<file path="config.mk">
export PLATFORM = sky130hd
export DESIGN_NAME = jamma_input_scanner
export DESIGN_NICKNAME = d
export VERILOG_FILES = /design/src/rtl/jamma_pkg.sv /design/src/rtl/jamma_debounce_bit.sv /design/src/rtl/jamma_input_scanner.sv
export SDC_FILE = /design/constraint.sdc
export NUM_CORES = 1
export LEC_CHECK = 0
export BUFFER_PORTS_ARGS = -buffer_cell sky130_fd_sc_hd__buf_2
export CAP_MARGIN = 20
export CORE_MARGIN = 1.5
export CORE_UTILIZATION = 40
export CTS_BUF_LIST = sky130_fd_sc_hd__clkbuf_8 sky130_fd_sc_hd__clkbuf_16
export CTS_CLUSTER_DIAMETER = 150
export DETAILED_ROUTE_END_ITERATION = 7
export GPL_ROUTABILITY_DRIVEN = 1
export GPL_TIMING_DRIVEN = 0
export PLACE_DENSITY = 0.62
export REMOVE_ABC_BUFFERS = 1
export SETUP_SLACK_MARGIN = 0.15
export SYNTH_ARGS = -nofsm -noshare
export SYNTH_HDL_FRONTEND = slang
export SYNTH_SLANG_ARGS = --single-unit
</file>
<file path="constraint.sdc">
create_clock -name pclk -period 4.77 [get_ports pclk]
set_input_delay 0.477 -clock pclk [delete_from_list [all_inputs] [get_ports pclk]]
set_output_delay 0.477 -clock pclk [all_outputs]
set_load 0.02 [all_outputs]
</file>
<file path="src/rtl/jamma_pkg.sv">
// Shared definitions for the JAMMA control-panel scanner: scan FSM states,
// default parameter constants and a counter-width helper.
package jamma_pkg;

    typedef enum logic [0:0] {
        SETTLE = 1'b0,
        SAMPLE = 1'b1
    } scan_state_t;

    localparam int DEF_NUM_PLAYERS   = 2;
    localparam int DEF_JOY_W         = 8;
    localparam int DEF_SETTLE_CYCLES = 4;
    localparam int DEF_DEB_COUNT     = 4;
    localparam int DEF_COIN_HOLD     = 1024;
    localparam int DEF_RST_DELAY     = 256;

    // Bits needed to hold values 0..n-1, never less than one bit.
    function automatic int cnt_width(input int n);
        return (n > 1) ? $clog2(n) : 1;
    endfunction

endpackage

</file>
<file path="src/rtl/jamma_debounce_bit.sv">
// One debounced active-low input bit: the output flips only after DEB_COUNT
// consecutive enabled samples that disagree with it.
module jamma_debounce_bit #(
    parameter int DEB_COUNT = 4
) (
    input  logic clk,
    input  logic rst_n,
    input  logic en,
    input  logic sample,
    output logic out_n
);

    localparam logic [7:0] CNT_LAST = 8'(DEB_COUNT - 1);

    logic [7:0] cnt;

    // Count disagreeing samples; an agreeing sample restarts the run.
    always_ff @(posedge clk or negedge rst_n) begin
        if (!rst_n) begin
            cnt   <= 8'd0;
            out_n <= 1'b1;
        end else if (en) begin
            if (sample == out_n) begin
                cnt <= 8'd0;
            end else if (cnt == CNT_LAST) begin
                out_n <= ~out_n;
                cnt   <= 8'd0;
            end else begin
                cnt <= cnt + 8'd1;
            end
        end
    end

endmodule

</file>
<file path="src/rtl/jamma_input_scanner.sv">
// JAMMA control-panel scanner: round-robin player select with settle time,
// per-player debounced joystick words, stretched coin inputs and the game
// core's power-on reset delay.
module jamma_input_scanner
    import jamma_pkg::*;
#(
    parameter int NUM_PLAYERS   = DEF_NUM_PLAYERS,
    parameter int JOY_W         = DEF_JOY_W,
    parameter int SETTLE_CYCLES = DEF_SETTLE_CYCLES,
    parameter int DEB_COUNT     = DEF_DEB_COUNT,
    parameter int COIN_HOLD     = DEF_COIN_HOLD,
    parameter int RST_DELAY     = DEF_RST_DELAY,
    localparam int SEL_W        = cnt_width(NUM_PLAYERS)
) (
    input  logic                         pclk,
    input  logic                         reset_n,
    input  logic [JOY_W-1:0]             jjoy,
    input  logic [NUM_PLAYERS-1:0]       jcoin_n,
    output logic [SEL_W-1:0]             jselect,
    output logic [NUM_PLAYERS*JOY_W-1:0] joy_n,
    output logic [NUM_PLAYERS-1:0]       coin_n,
    output logic                         scan_done,
    output logic                         core_reset
);

    localparam int SCW = cnt_width(SETTLE_CYCLES);
    localparam int HCW = cnt_width(COIN_HOLD);
    localparam int RCW = cnt_width(RST_DELAY);

    localparam logic [SEL_W-1:0] SEL_LAST    = SEL_W'(NUM_PLAYERS - 1);
    localparam logic [SCW-1:0]   SETTLE_LAST = SCW'(SETTLE_CYCLES - 1);
    localparam logic [HCW-1:0]   HOLD_LAST   = HCW'(COIN_HOLD - 1);
    localparam logic [RCW-1:0]   RST_LAST    = RCW'(RST_DELAY - 1);

    logic [JOY_W-1:0]       joy_meta;
    logic [JOY_W-1:0]       sync_joy;
    logic [NUM_PLAYERS-1:0] coin_meta;
    logic [NUM_PLAYERS-1:0] sync_coin;
    logic [NUM_PLAYERS-1:0] coin_prev;
    logic [NUM_PLAYERS-1:0] coin_fall;
    logic [HCW-1:0]         hold_cnt [NUM_PLAYERS];
    logic [SCW-1:0]         settle_cnt;
    logic [RCW-1:0]         rst_cnt;
    scan_state_t            state;
    logic                   sample_en;

    // Two-flop synchronisers for the asynchronous bus and coin pins; idle high.
    always_ff @(posedge pclk or negedge reset_n) begin
        if (!reset_n) begin
            joy_meta  <= '1;
            sync_joy  <= '1;
            coin_meta <= '1;
            sync_coin <= '1;
        end else begin
            joy_meta  <= jjoy;
            sync_joy  <= joy_meta;
            coin_meta <= jcoin_n;
            sync_coin <= coin_meta;
        end
    end

    // Scan FSM: settle after each select change, then one sample cycle.
    always_ff @(posedge pclk or negedge reset_n) begin
        if (!reset_n) begin
            state      <= SETTLE;
            settle_cnt <= '0;
            jselect    <= '0;
            scan_done  <= 1'b0;
        end else begin
            case (state)
                SETTLE: begin
                    if (settle_cnt == SETTLE_LAST) begin
                        state     <= SAMPLE;
                        scan_done <= (jselect == SEL_LAST);
                    end else begin
                        settle_cnt <= settle_cnt + SCW'(1);
                        scan_done  <= 1'b0;
                    end
                end
                SAMPLE: begin
                    state      <= SETTLE;
                    settle_cnt <= '0;
                    scan_done  <= 1'b0;
                    jselect    <= (jselect == SEL_LAST) ? '0 : jselect + SEL_W'(1);
                end
                default: begin
                    state      <= SETTLE;
                    settle_cnt <= '0;
                    jselect    <= '0;
                    scan_done  <= 1'b0;
                end
            endcase
        end
    end

    assign sample_en = (state == SAMPLE);

    for (genvar p = 0; p < NUM_PLAYERS; p++) begin : g_player
        for (genvar b = 0; b < JOY_W; b++) begin : g_bit
            jamma_debounce_bit #(
                .DEB_COUNT (DEB_COUNT)
            ) u_deb (
                .clk    (pclk),
                .rst_n  (reset_n),
                .en     (sample_en && (jselect == SEL_W'(p))),
                .sample (sync_joy[b]),
                .out_n  (joy_n[p*JOY_W + b])
            );
        end
    end

    assign coin_fall = coin_prev & ~sync_coin;

    // Coin stretch: a falling edge starts (or restarts) a minimum low period.
    always_ff @(posedge pclk or negedge reset_n) begin
        if (!reset_n) begin
            coin_prev <= '1;
            coin_n    <= '1;
            for (int p = 0; p < NUM_PLAYERS; p++) begin
                hold_cnt[p] <= '0;
            end
        end else begin
            coin_prev <= sync_coin;
            for (int p = 0; p < NUM_PLAYERS; p++) begin
                if (coin_fall[p]) begin
                    coin_n[p]   <= 1'b0;
                    hold_cnt[p] <= HOLD_LAST;
                end else if (!coin_n[p]) begin
                    if (hold_cnt[p] != '0) begin
                        hold_cnt[p] <= hold_cnt[p] - HCW'(1);
                    end else if (sync_coin[p]) begin
                        coin_n[p] <= 1'b1;
                    end
                end
            end
        end
    end

    // Core reset delay: held high for RST_DELAY cycles after release.
    always_ff @(posedge pclk or negedge reset_n) begin
        if (!reset_n) begin
            rst_cnt    <= '0;
            core_reset <= 1'b1;
        end else if (core_reset) begin
            if (rst_cnt == RST_LAST) begin
                core_reset <= 1'b0;
            end else begin
                rst_cnt <= rst_cnt + RCW'(1);
            end
        end
    end

endmodule

</file>
Word-level counts from Yosys, hierarchy flattened
Cells that the tools add are included.
Cells by class
  bitwise gates (word level): 37
  multiplexer cells: 55
  equality and inequality tests: 37
  add/subtract/negate cells: 21
  reductions and logical operators: 25
Operators by type and width (count)
  8-bit two-way mux: 32
  8-bit by 1-bit adder with 8-bit output, second input constant: 17
  8-bit by 2-bit == test with 1-bit output, second input constant: 16
  10-bit two-way mux: 6
  3-bit AND reduction: 16
  1-bit NOT: 35
  10-bit nonzero test: 2
  10-bit by 1-bit subtractor with 10-bit output, second input constant: 2
  1-bit == test: 16
  1-bit two-way mux: 13
  8-bit == test, second input constant: 1
  2-bit AND reduction: 3
  2-bit by 1-bit != test with 1-bit output, second input constant: 2
  1-bit case mux with 2 select lines: 2
  2-bit case mux with 2 select lines: 1
  2-bit nonzero test: 2
  2-bit by 1-bit adder with 2-bit output, second input constant: 1
  2-bit bitwise AND: 1
  2-bit == test, second input constant: 1
  1-bit logical AND: 2
  2-bit two-way mux: 1
  2-bit != test, second input constant: 1
  2-bit NOT: 1
  1-bit adder, second input constant: 1
Storage, ports and cells
  register bits after elaboration: 202
  output and inout bits: 21

Longest topological paths before layout
  depth after elaboration: 4
  gate-level depth with buffers: 7

Cells and area by module
From an unflattened synthesis, not the netlist that was laid out.
Second synthesis, totals
  cells, all modules: 979
  area, all modules: 10508.8 um2
By module, submodules not included
  jamma_debounce_bit: area each 508.0 um2, instances 16, cells an instance 49
  jamma_input_scanner: area each 2381.0 um2, instances 1, cells an instance 195

Least setup slack after synthesis
Ideal clock, no wire load.
  path kind: reg-to-reg
  from: register hold_cnt[10] in the netlist's numbering
  to: register hold_cnt[18] in the netlist's numbering
  path slack: 2.946 ns
  cell stages (with the launch flop): 7
  arrival time: 1.690 ns
  library setup time: 0.134 ns
  clock period less this slack: 1.824 ns
  cells stage by stage: dfrtp_1 inv_1 ha_1 or3b_2 nor4b_1 xnor2_1 nand2_1
Between the ends
  cells in the longest elaborated chain, start to end: 4
  elaborated cells between the ends (all ways): 7
  classes of those cells: add/sub (1); mux (3); reduce/logical (3)
Ends and longest elaborated chain
  start: declaration: line jamma_input_scanner.sv:41  | logic [HCW-1:0] hold_cnt [NUM_PLAYERS];
  start signal: indexed assignment: line jamma_input_scanner.sv:130  | hold_cnt[p] <= hold_cnt[p] - HCW'(1);
  10-bit by 1-bit subtractor with 10-bit output: line jamma_input_scanner.sv:130
  10-bit two-way mux: line jamma_input_scanner.sv:129  | if (hold_cnt[p] != '0) begin
  10-bit two-way mux: line jamma_input_scanner.sv:128  | end else if (!coin_n[p]) begin
  10-bit two-way mux: line jamma_input_scanner.sv:125  | if (coin_fall[p]) begin
Parallel ways exist; a longest one is shown, timed or not. The select of a mux whose other input is x is not followed.
A chain may end at the register's enable or synchronous reset.

Final worst setup path
  from: register jselect
  to: register g_player[0].g_bit[5].u_deb.cnt[2]
Between the ends
  cells in the longest elaborated chain, start to end: 2
Ends and longest elaborated chain
  start: declaration: line jamma_input_scanner.sv:19  | output logic [SEL_W-1:0] jselect,
  start signal: assignment: line jamma_input_scanner.sv:84  | jselect <= (jselect == SEL_LAST) ? '0 : jselect + SEL_W'(1);
  1-bit NOT: line jamma_input_scanner.sv:105  | .en (sample_en && (jselect == SEL_W'(p))),
  1-bit logical AND: line jamma_input_scanner.sv:105
  end signal: assignment: line jamma_debounce_bit.sv:29  | cnt <= cnt + 8'd1;
  end: declaration: line jamma_debounce_bit.sv:15  | logic [7:0] cnt;
Every way passes these cells.

==> results by group <==
Run status
  • Status: finished, violations left
  • Violated checks: hold timing

Die
  • Io pins: 33
  • Die Wd: ~160 µm
  • Die area: ~25,000 µm²
  • Floorplan core area: 23,680 µm²
  • Initial Utilization: 0.4123
  • Chip height: between 150 and 200 µm
  • Num rows: 56

STA
  • Final worst-path cycle share: 0.5694
  • Slew HR: 0.3788
  • Final TNS setup: 0 ns
  • Slew @ Worst Pin: 0.9318 ns
  • RSZ-0062 raised after global routing: false
  • Final hold violations: 17
  • Layout Skew: ~0.015 ns
  • Post-route minimum period: 2.716 ns
  • Max-slew violation count: 0
  • Final setup vio count: 0
  • WHS: -0.04811 ns
  • Highest clock rate: 0.3682 GHz

GRT
  • First-pass GRT wire length: between 30,000 and 40,000 µm
  • Largest net degree at the start of global routing: about 110
  • Vias in the first global route: 6,664
  • All-Layer GR Usage: 0.1448
  • Initial antenna violation count: 0
  • GRT Residual Overflow: 0

Synthesis
  • Gate Count Post-Synth: between 900 and 1,000
  • Post-synthesis async set-or-reset flop share: 1.000
  • Largest family of logic cells by synthesized area: simple AND/OR/NAND/NOR gates
  • Post-synth EDFFs: 0
  • Synthesized area per cell: 10.67 µm²
  • Post-synthesis cell area: 9764 µm²
  • Main synth FF type: dfrtp_1
  • Synth Area in Compound Gates: 0.1474
  • Post-Synth Adder-Cell Area: 0.02563
  • Syn. warnings: 0
  • Register area share after synthesis: 0.5229
  • Xor and xnor area share after synthesis: 0.05472
  • Mux contribution to synthesized area: 0.03870
  • Yosys cell types: 49
  • Synth Area in Simple Gates: 0.1799
  • Yosys reg bits: about 200

Detailed routing
  • DR WL/cell: 14.05 µm
  • Final wirelength: 17,910 µm
  • Starting DRT DRC Count: 411
  • Routed via count: approximately 6,900
  • Antenna viol nets, final: 0
  • Avg Vias per Cell: 5.379
  • DRC: 0
  • Pre-antenna DRT Iters: 4

Setup path
  • CP max FO: 40
  • Crit path required time: approximately 5.2 ns
  • CP Capture Type: flip-flop
  • CP bufs+invs: 1
  • WP data arrival: 3.16 ns
  • Setup CP Type: flip-flop to flip-flop
  • Critical path launch point type: flip-flop
  • Critical path cell sequence: nand2b_2 -> a211oi_1 -> buf_4 -> nand2b_1 -> a31oi_1
  • CP top delay family: compound AO/OA/AOI/OAI gates
  • CP max stage delay: between 0.9 and 1 ns
  • Slowest stage cell on the critical path: a211oi_1

Final layout
  • Layout cells sized above 1: 0.1736
  • Layout overhead on the synthesized area: 12.89%
  • # fillers: 2,246
  • Total Nets Final: 969
  • Antenna diodes: 0
  • Final Cell Area: about 11,000 µm²

Run
  • Max-cap violations: 0

Placement
  • Final GP Congestion: about 0.75
  • Placed wire-length estimate: around 11,000 µm
  • Placed Area: 10,210 µm²
  • IO buf count: 32

Clock network
  • CTS root buf: clkbuf_16
  • CTS tree: done
  • CTS clock-pin slew for the worst setup and hold paths: 0.06 ns
  • Setup Buffers After CTS: 0
  • TritonCTS Buffers: 25
  • Post-cts sizing count: 0
  • Sinks on Clock Net: 202
  • Hold_buf cts: 0
  • CTS max path bufs: 3
  • Worst-Skew Late Latency: 0.53 ns
  • Htree depth: 1

Power
  • Peak VDD IR: 0.2641 mV
  • Power per cell area: about 360 nW/µm²
  • Pleak: 0.004787 µW

Worst hold path
  • Worst hold path type: input pin to asynchronous set/reset pin
## where the power goes
part / internal, µW / total (µW) / switching (µW)
Sequential: 1810 / 1880 / 75.8
Combinational: 125 / 282 / 158
Clock: 1110 / 1820 / 712
Total: 3040 / 3990 / 945
## routing by layer
| metal | vias to the layer above | part of all wire | global-route usage |
|---|---|---|---|
| met3 | 19 | 0.033 | 0.02579 |
| met5 | - | 0 | 0 |
| met4 | 0 | 0.015 | 0.03388 |
| met2 | 76 | 0.46 | 0.2366 |
| li1 | 3407 | - | - |
| met1 | 3356 | 0.50 | 0.2002 |
## cells in the mapped netlist (22+ instances only)
cell,instances,share of area
nor2_1,38,0.015
nand3_1,46,0.024
a21oi_1,49,0.025
mux2_2,30,0.035
dfstp_2,41,0.11
a31oi_1,55,0.035
xnor2_1,46,0.041
nand2_1,82,0.032
a22o_1,22,0.020
nand2b_1,41,0.026
dfrtp_1,161,0.41
nor3_1,41,0.021
and3_1,28,0.018
clkbuf_1,24,0.0092
## cells by family (layout without fill, tap and decap cells)
kind of cell | Yosys count | after routing
AOI/OAI and AO/OA | 207 | 207
buffers and inverters | 60 | 101
xor gates and xnor gates | 61 | 61
and+or+nand+nor | 331 | 331
DFF | 202 | 202
adders and majority gates | 20 | 20
muxes | 34 | 34
## through the flow
step	worst slack, ns	utilization	std cells	hold slack (ns)	total power (µW)
global route	1.778	0.4654	1275	0.02065	4184
global placement	-0.3187	0.4247	1215	0.3456	2179
detailed placement	1.830	0.4309	1228	0.3472	2202
CTS	1.815	0.4652	1274	0.01343	4066
floorplan	2.157	-	864	0.1814	2088
finish	2.054	0.4654	1275	-0.04811	3988
## state kept, by name (all words and copies together) (netlist names)
register	count
coin_meta	2
coin_n	2
coin_prev	2
core_reset	1
g_player.g_bit.u_deb.cnt	128
g_player.g_bit.u_deb.out_n	16
hold_cnt	20
joy_meta	8
jselect	1
rst_cnt	8
sample_en	1
scan_done	1
settle_cnt	2
sync_coin	2
sync_joy	8
## cells in the final DEF (no fill, tap or decap), drive strengths merged, types with 2 or more instances in the layout
cell type,netlist,final
a2111oi,2,2
nand4,6,6
a211o,2,2
a221o,12,12
a211oi,14,14
and3,28,28
ha,20,20
buf,27,46
or4,4,4
inv,9,20
or2b,3,3
nor4,5,5
nand2,82,82
bufinv,0,2
o21ai,21,21
nor3,41,41
or3,3,3
dfstp,41,41
clkinv,0,4
mux2i,4,4
nor4b,19,19
a22o,22,22
or3b,2,2
nand3b,2,2
nor2,38,38
and2,2,2
nand2b,41,41
xnor2,46,46
dfrtp,161,161
mux2,30,30
o211a,12,12
nand3,46,46
a41oi,13,13
clkbuf,24,28
a21oi,49,49
a31oi,55,55
xor2,15,15
and4,3,3
nor2b,5,5
## worst paths after layout
path	to	depth (start not counted)	slack, ns	from
setup / recovery	g_player[0].g_bit[5].u_deb.cnt[2]	5	2.05	jselect
hold / removal	scan_done	1	-0.05	reset_n
setup reg to reg	g_player[0].g_bit[5].u_deb.cnt[2]	5	2.05	jselect
hold reg to reg	sync_joy[7]	0	0.35	joy_meta[7]
max in group asynchronous	g_player[0].g_bit[4].u_deb.out_n	2	3.85	reset_n
min in group pclk	joy_meta[6]	1	0.05	jjoy[6]
## final cells by class
cell class | count | area, µm² | area share
Clock buffer | 28 | 666.9 | 0.06050
Clock inverter | 18 | 145.1 | 0.01317
Inverter | 9 | 33.78 | 0.003065
Multi-Input combinational cell | 653 | 4372 | 0.3966
Sequential cell | 202 | 5106 | 0.4632
Tap cell | 319 | 399.1 | 0.03621
Timing Repair Buffer | 46 | 300.3 | 0.02724
Note: power is estimated with default switching activity, not from simulation.
